--- src/rtl/rom_stream_reader.sv ---
// ---------------------------------------------------------------------------
// rom_stream_reader
//
// Walks a contiguous, wrapping address range of a small combinational ROM,
// registers each returned word and presents it as a ready/valid stream. The
// final beat of a burst carries out_last, a running checksum of the emitted
// words is kept, and done pulses for one cycle once the last beat has left.
//
// Ports
//   clk        : clock, all logic on the rising edge
//   rst_n      : synchronous active-low reset
//   start      : command strobe, only honoured while idle
//   start_addr : first ROM address of the burst
//   count      : number of beats (0 allowed)
//   rom_addr   : registered address to the ROM
//   rom_data   : combinational ROM word for rom_addr
//   out_valid  : out_data/out_last hold a beat
//   out_ready  : downstream accepts the beat
//   out_data   : captured ROM word
//   out_last   : final beat of the burst
//   busy       : a burst is running or completing
//   done       : one-cycle completion pulse
//   checksum   : sum of words emitted in the current/last burst
// ---------------------------------------------------------------------------
module rom_stream_reader #(
  parameter int ADDR_W = 3,
  parameter int DATA_W = 4,
  parameter int CNT_W  = 4,
  parameter int SUM_W  = 8
) (
  input  logic              clk,
  input  logic              rst_n,
  input  logic              start,
  input  logic [ADDR_W-1:0] start_addr,
  input  logic [CNT_W-1:0]  count,
  output logic [ADDR_W-1:0] rom_addr,
  input  logic [DATA_W-1:0] rom_data,
  output logic              out_valid,
  input  logic              out_ready,
  output logic [DATA_W-1:0] out_data,
  output logic              out_last,
  output logic              busy,
  output logic              done,
  output logic [SUM_W-1:0]  checksum
);

  typedef enum logic [1:0] {
    S_IDLE = 2'd0,
    S_RUN  = 2'd1,
    S_DONE = 2'd2
  } state_t;

  state_t            state_q,     state_d;
  logic [ADDR_W-1:0] addr_q,      addr_d;
  logic [CNT_W-1:0]  remaining_q, remaining_d;
  logic              out_valid_q, out_valid_d;
  logic [DATA_W-1:0] out_data_q,  out_data_d;
  logic              out_last_q,  out_last_d;
  logic [SUM_W-1:0]  checksum_q,  checksum_d;

  logic xfer;
  logic capture;

  // Zero-extending accumulate; SUM_W is sized so the sum cannot overflow.
  function automatic logic [SUM_W-1:0] sum_add(input logic [SUM_W-1:0] acc,
                                               input logic [DATA_W-1:0] word);
    return acc + SUM_W'(word);
  endfunction

  always_comb begin
    state_d     = state_q;
    addr_d      = addr_q;
    remaining_d = remaining_q;
    out_valid_d = out_valid_q;
    out_data_d  = out_data_q;
    out_last_d  = out_last_q;
    checksum_d  = checksum_q;

    xfer    = out_valid_q && out_ready;
    // The output slot is free when empty or being drained this edge.
    capture = (state_q == S_RUN) && (!out_valid_q || out_ready) &&
              (remaining_q != '0);

    unique case (state_q)
      S_IDLE: begin
        if (start) begin
          addr_d      = start_addr;
          remaining_d = count;
          checksum_d  = '0;
          state_d     = (count != '0) ? S_RUN : S_DONE;
        end
      end

      S_RUN: begin
        if (capture) begin
          out_data_d  = rom_data;
          out_valid_d = 1'b1;
          out_last_d  = (remaining_q == CNT_W'(1));
          checksum_d  = sum_add(checksum_q, rom_data);
          addr_d      = addr_q + ADDR_W'(1);   // wraps modulo 2**ADDR_W
          remaining_d = remaining_q - CNT_W'(1);
        end else if (xfer) begin
          out_valid_d = 1'b0;
        end
        // remaining is already 0 when the last beat leaves, so no capture
        // competes with this transition.
        if (xfer && out_last_q) begin
          state_d = S_DONE;
        end
      end

      S_DONE: begin
        state_d = S_IDLE;
      end

      default: begin
        state_d = S_IDLE;
      end
    endcase
  end

  always_ff @(posedge clk) begin
    if (!rst_n) begin
      state_q     <= S_IDLE;
      addr_q      <= '0;
      remaining_q <= '0;
      out_valid_q <= 1'b0;
      out_data_q  <= '0;
      out_last_q  <= 1'b0;
      checksum_q  <= '0;
    end else begin
      state_q     <= state_d;
      addr_q      <= addr_d;
      remaining_q <= remaining_d;
      out_valid_q <= out_valid_d;
      out_data_q  <= out_data_d;
      out_last_q  <= out_last_d;
      checksum_q  <= checksum_d;
    end
  end

  assign rom_addr  = addr_q;
  assign out_valid = out_valid_q;
  assign out_data  = out_data_q;
  assign out_last  = out_last_q;
  assign checksum  = checksum_q;
  assign busy      = (state_q != S_IDLE);
  assign done      = (state_q == S_DONE);

endmodule
--- config.mk ---
export PLATFORM = sky130hd
export DESIGN_NAME = rom_stream_reader
export DESIGN_NICKNAME = d
export VERILOG_FILES = /design/src/rtl/rom_stream_reader.sv
export SDC_FILE = /design/constraint.sdc
export NUM_CORES = 1
export LEC_CHECK = 0
export CORE_UTILIZATION = 45
export CTS_BUF_LIST = sky130_fd_sc_hd__clkbuf_4
export DETAILED_ROUTE_END_ITERATION = 7
export GPL_ROUTABILITY_DRIVEN = 0
export HOLD_SLACK_MARGIN = 0.02
export PLACE_DENSITY = 0.89
export SYNTH_ARGS = -nofsm -noshare
export SYNTH_HDL_FRONTEND = slang
export SYNTH_SLANG_ARGS = --single-unit
--- constraint.sdc ---
create_clock -name clk -period 1.9 [get_ports clk]
set_clock_uncertainty 0.2 [all_clocks]
set_input_delay 0.57 -clock clk [delete_from_list [all_inputs] [get_ports clk]]
set_output_delay 0.57 -clock clk [all_outputs]
set_load 0.005 [all_outputs]
# After elaboration in Yosys (flattened, before gate mapping)
# Cells that the tools add are included.
[totals]
out_inout_bits = 19
inputBits = 15
reg_bits = 23
[op_classes]
add_sub_neg = 3
n_mux = 15
n_reduce_logical = 16
n_eq_ne = 6
[op_table]
columns = ["cell", "count"]
rows = [
  ["two-way mux 8 bit", 2],
  ["case mux 8 bit (2 select lines)", 1],
  ["adder 8 x 4 -> 8 bit", 1],
  ["two-way mux 4 bit", 2],
  ["case mux 4 bit (2 select lines)", 1],
  ["nonzero test 4 bit", 2],
  ["two-way mux 2 bit", 3],
  ["two-way mux 3 bit", 2],
  ["case mux 3 bit (2 select lines)", 1],
  ["AND reduction 2 bit", 3],
  ["nonzero test 2 bit", 3],
  ["equality test 4 x 1 -> 1 bit (second input constant)", 1],
  ["logical AND 1 bit", 4],
  ["!= test 2 bit (second input constant)", 2],
  ["case mux 2 bit (2 select lines)", 1],
  ["subtractor 4 x 1 -> 4 bit (second input constant)", 1],
  ["adder 3 x 1 -> 3 bit (second input constant)", 1],
  ["AND reduction 3 bit", 1],
  ["equality test 2 x 1 -> 1 bit (second input constant)", 1],
  ["equality test 2 bit (second input constant)", 1],
  ["logical NOT 2 bit", 1],
  ["two-way mux 1 bit", 2],
  ["!= test 2 x 1 -> 1 bit (second input constant)", 1],
  ["logical NOT 1 bit", 1],
  ["logical OR 1 bit", 1],
]

# Logic depth before layout (Yosys ltp)
[depth]
word_depth = 6
ltp_mapped = 7
mapped_depth_nobuf = 6

# Worst setup path before layout
# Ideal clock, no wire load.
[synth_path]
path_type = "register to register"
start = "register remaining_q[0]"
end = "register checksum_q[6], in the netlist checksum[6]"
path_slack_ps = -163
setup_ps = 70
path_stages_with_launch = 7
t_arrival_ps = 1793
required_ps = 1630
n_path_buf = 0
cell_sequence = "dfxtp_1 > inv_1 > ha_1 > nor3b_2 > o31a_4 > or4_1 > a21boi_1"
[synth_between]
elab_chain_cells = 4
[synth_rtl]
columns = ["element", "line", "rtl"]
rows = [
  ["from (decl)", "55", "logic [CNT_W-1:0] remaining_q, remaining_d;"],
  ["from (signal assigned)", "134", "remaining_q <= remaining_d;"],
  ["nonzero test 4 bit", "82", "(remaining_q != '0);"],
  ["logical AND 1 bit", "81", "capture = (state_q == S_RUN) && (!out_valid_q || out_ready) &&"],
  ["!= test 2 bit (no source line)", "-", ""],
  ["AND reduction 3 bit (no source line)", "-", ""],
  ["to (signal assigned)", "138", "checksum_q <= checksum_d;"],
  ["to (decl)", "59", "logic [SUM_W-1:0] checksum_q, checksum_d;"],
]
# No other way between the ends.
# A chain may end at the register's enable or synchronous reset.

# Worst setup path in the final report
[layout_path]
start = "register checksum_q[0], in the netlist checksum[0]"
end = "register checksum_q[6], in the netlist checksum[6]"
[layout_between]
elab_chain_cells = 3
[layout_rtl]
columns = ["element", "line", "rtl"]
rows = [
  ["adder 8 x 4 -> 8 bit", "67", "return acc + SUM_W'(word);"],
  ["two-way mux 8 bit", "95", "if (capture) begin"],
  ["case mux 8 bit (2 select lines)", "84", "unique case (state_q)"],
]
# No other way between the ends. The select of a mux whose other input is x is not followed.

==> results.py <==
metrics = {
    "route": {
        "drt_first_pass_iters": 4,
        "drcViolationCount": 0,
        "route.vias.total": 1448,
        "route.antenna.remaining_nets": 0,
        "via_per_inst": 5.84,
        "initialDrtViolationCount": 50,
        "detail_route.wirelength_um": 4540,
        "detail_route.wl_per_cell_um": 18.3,
    },
    "final_layout": {
        "final_area_mm2": 0.00209,
        "layout-drive-gt1-share_pct": 44.5,
        "area_delta_synth_final_pct": 66.1,
        "nFillCells": 147,
        "insertedDiodeCount": 0,
        "layout.area.seq_um2": 492,
        "layout.nets": 242,
        "multi_input_area_um2": 903,
    },
    "die": {
        "die_width_um": 54.9,
        "design.core.area_mm2": 0.00257,
        "fp.dieH_um": 54.9,
        "fp.dieArea_mm2": 0.00301,
        "floorplan.rows": 18,
        "initial_utilization_pct": 49.0,
        "top_level_ports": 34,
    },
    "worst_setup_path": {
        "cp.required_ps": 1970,
        "arrival_ps": 1980,
        "startpoint_of_the_lowest_slack_register_to_register_path": "checksum[0]",
        "end_kind": "flip-flop",
        "critical_path_class": "reg -> reg",
        "worstReg2RegEnd": "checksum[6]",
        "crit_fanout": 4,
        "regToRegSetupSlack_ps": -8,
        "worstRegToRegCells": 6,
        "timing.critical_path.from_type": "flip-flop",
    },
    "synthesis": {
        "post_synth_instance_area_mm2": 0.00126,
        "yosys.cell_types.count": 40,
        "synth_sequential_area_ratio_pct": 36.6,
        "ys_seq_elements": 23,
        "synth_compound_gate_area_share_pct": 22.2,
        "yosys-top-cells-count": "dfxtp_1, nand2_1, a21oi_1",
        "xor_xnor_share_of_the_synthesized_area_pct": 0.697,
        "post_synth.cell_area_avg_um2": 8.79,
        "ys_warn_count": 0,
        "synth_cells": 143,
        "yosys.cell_count.top_type": "dfxtp_1",
        "synth_top_area_cell": "dfxtp_1",
        "synth_top_family_by_area": "simple AND/OR/NAND/NOR gates",
        "synth_top_flop_cell": "dfxtp_1",
        "synth-edff-count": 0,
        "yosys.area.top_type_share_pct": 36.6,
        "adder_and_majority_gate_portion_of_the_synthesized_area_pct": 8.56,
        "area_share_of_and_or_nand_nor_cells_after_synthesis_pct": 24.7,
        "async_reset_ff_share_pct": 0,
        "postSynthNetCount": 166,
        "netlist_top_cells_area": "dfxtp_1, ha_1, mux2i_1, nand2_1, a21oi_1",
        "synthMuxAreaShare_pct": 4.78,
    },
    "placed_design": {
        "post-dp-hpwl_um": 2630,
        "detailed_place.area_mm2": 0.00185,
        "port-buffer-count": 33,
    },
    "sta": {
        "fin_setup_tns_ps": -11.4,
        "setup_ws_ps": -8.46,
        "final_period_minus_worst_setup_slack_ps": 1910,
        "fmaxAchievable_mhz": 524,
        "setup_viol_count_final": 2,
        "hold_ws_ps": 295,
        "final.period_utilization_pct": 100,
        "finalHoldViolations": 0,
        "grt_setup_unrepaired": "yes",
        "max_slew.worst_pin.slew_ps": 397,
        "slew_headroom_pct": 73.2,
        "final_max_tran_viols": 0,
    },
    "worst_hold_path": {
        "hp-start": "checksum[6]",
        "min-delay-path-class": "reg -> reg",
        "holdPathEnd": "checksum[6]",
        "worst_hold_path.num_cells": 2,
    },
    "power_and_ir_drop": {
        "cellLeakagePower_nw": 0.939,
        "power_density_mw_per_mm2": 643,
        "vdd_ir_drop_max_mv": 0.591,
    },
    "clocking": {
        "clock_sink_count": 23,
        "clk-insertion-delay-late_ps": 330,
        "clk_pin_slew_worst_paths_ps": 140,
        "tritoncts": "built",
        "htree_levels": 1,
        "clockRootBuffer": "clkbuf_4",
        "cts_max_path_buffers": 2,
        "numCtsBuffers": 3,
    },
    "grt": {
        "antenna_found_initial": 0,
        "grt-ovfl-total": 0,
        "grt_util_all_layers_pct": 29.4,
        "grt_start_max_net_pins": 14,
        "first_global_vias": 1451,
        "grt_pass1_wl_um": 6170,
    },
    "status": {
        "violations": "setup timing",
        "run_status": "finished, violations left",
    },
    "flow_run": {
        "cap_viol_max_count": 0,
    },
}
report_power, final:
part / total [mW] / leakage, nW / switching (mW) / internal, mW
Combinational: 0.537 / 0.723 / 0.253 / 0.284
Clock: 0.250 / 0.0177 / 0.171 / 0.0790
Sequential: 0.555 / 0.197 / 0.0315 / 0.523
routing by layer:
metal / wire length, um / share of wire, % / vias to the layer above / track usage [%]
li1: - / - / 663 / -
met1: 1770 / 39 / 695 / 31.9
met2: 2410 / 53 / 72 / 53.6
met3: 245 / 5.4 / 18 / 4.44
met4: 121 / 2.7 / 0 / 15.8
met5: 0 / 0 / - / 0
worst max path at each step:
stage / cells past startpoint / from / end
3_3_place_gp: 7 / rom_data[0] / checksum[6]
5_1_grt: 4 / count[1] / state_q[1]
2_1_floorplan: 4 / out_ready / checksum[6]
6_report: 6 / checksum[0] / checksum[6]
4_1_cts: 6 / remaining_q[1] / checksum[6]
3_5_place_dp: 7 / rom_data[0] / checksum[6]
through the flow:
step	instances	setup slack, ps	power (mW)	utilization [%]
finish	248	-8.46	1.34	81.3
floorplan	143	-16.6	0.769	-
CTS	247	-60.1	1.28	79.6
global placement	228	-611	0.973	72.0
global route	248	-84.9	1.40	81.3
detailed placement	228	-659	0.997	72.0
worst max-delay path, stage by stage (launching register included):
cell and delay [ps]:
dfxtp_4 400, ha_4 150, fa_2 230, a21o_1 180, a21oi_4 80, or4_4 480, a21boi_1 140
sequential cells by signal (all words and copies together) (netlist names):
name,flops
checksum,8
out_data,4
remaining_q,4
rom_addr,3
state_q,2
out_last,1
out_valid,1
cell type report:
type                       count  share of cell area [%]
tap                           30                    1.80
clock buffer                   3                    1.08
clock inverter                 1                   0.240
sequential                    23                    23.5
multi-input combinational    112                    43.3
inverter                       3                   0.539
timing repair buffer          76                    29.5
kinds of logic (layout without fill, tap and decap cells):
group,after synthesis,after routing
compound gates,41,41
xor+xnor,1,1
fa+ha+maj,8,8
buf+inv,8,83
flops,23,23
mux,6,6
simple gates,56,56
repair_timing:
item,CTS,global route
endpoints found under the setup margin,39,18
gates resized for setup,66,18
setup buffers,15,2
pin swaps,7,10
endpoints found under the hold margin,0,0
hold buffers,0,0
cells in the final DEF, fill, tap and decap left out, types with 3 or more instances in the layout:
cell	Yosys	layout
buf_4	0	41
dfxtp_2	0	19
dlygate4sd2_1	0	19
nand2_1	15	15
a21oi_1	10	9
nor2_1	9	9
clkdlybuf4s50_1	0	8
nor2b_1	6	6
mux2i_1	6	6
nand3_1	5	5
ha_4	0	5
o21ai_1	0	4
a21boi_0	5	4
a21o_1	3	3
o21a_1	3	3
nand2b_1	4	3
clkbuf_4	0	3
Note: power is estimated with default switching activity, not from simulation.
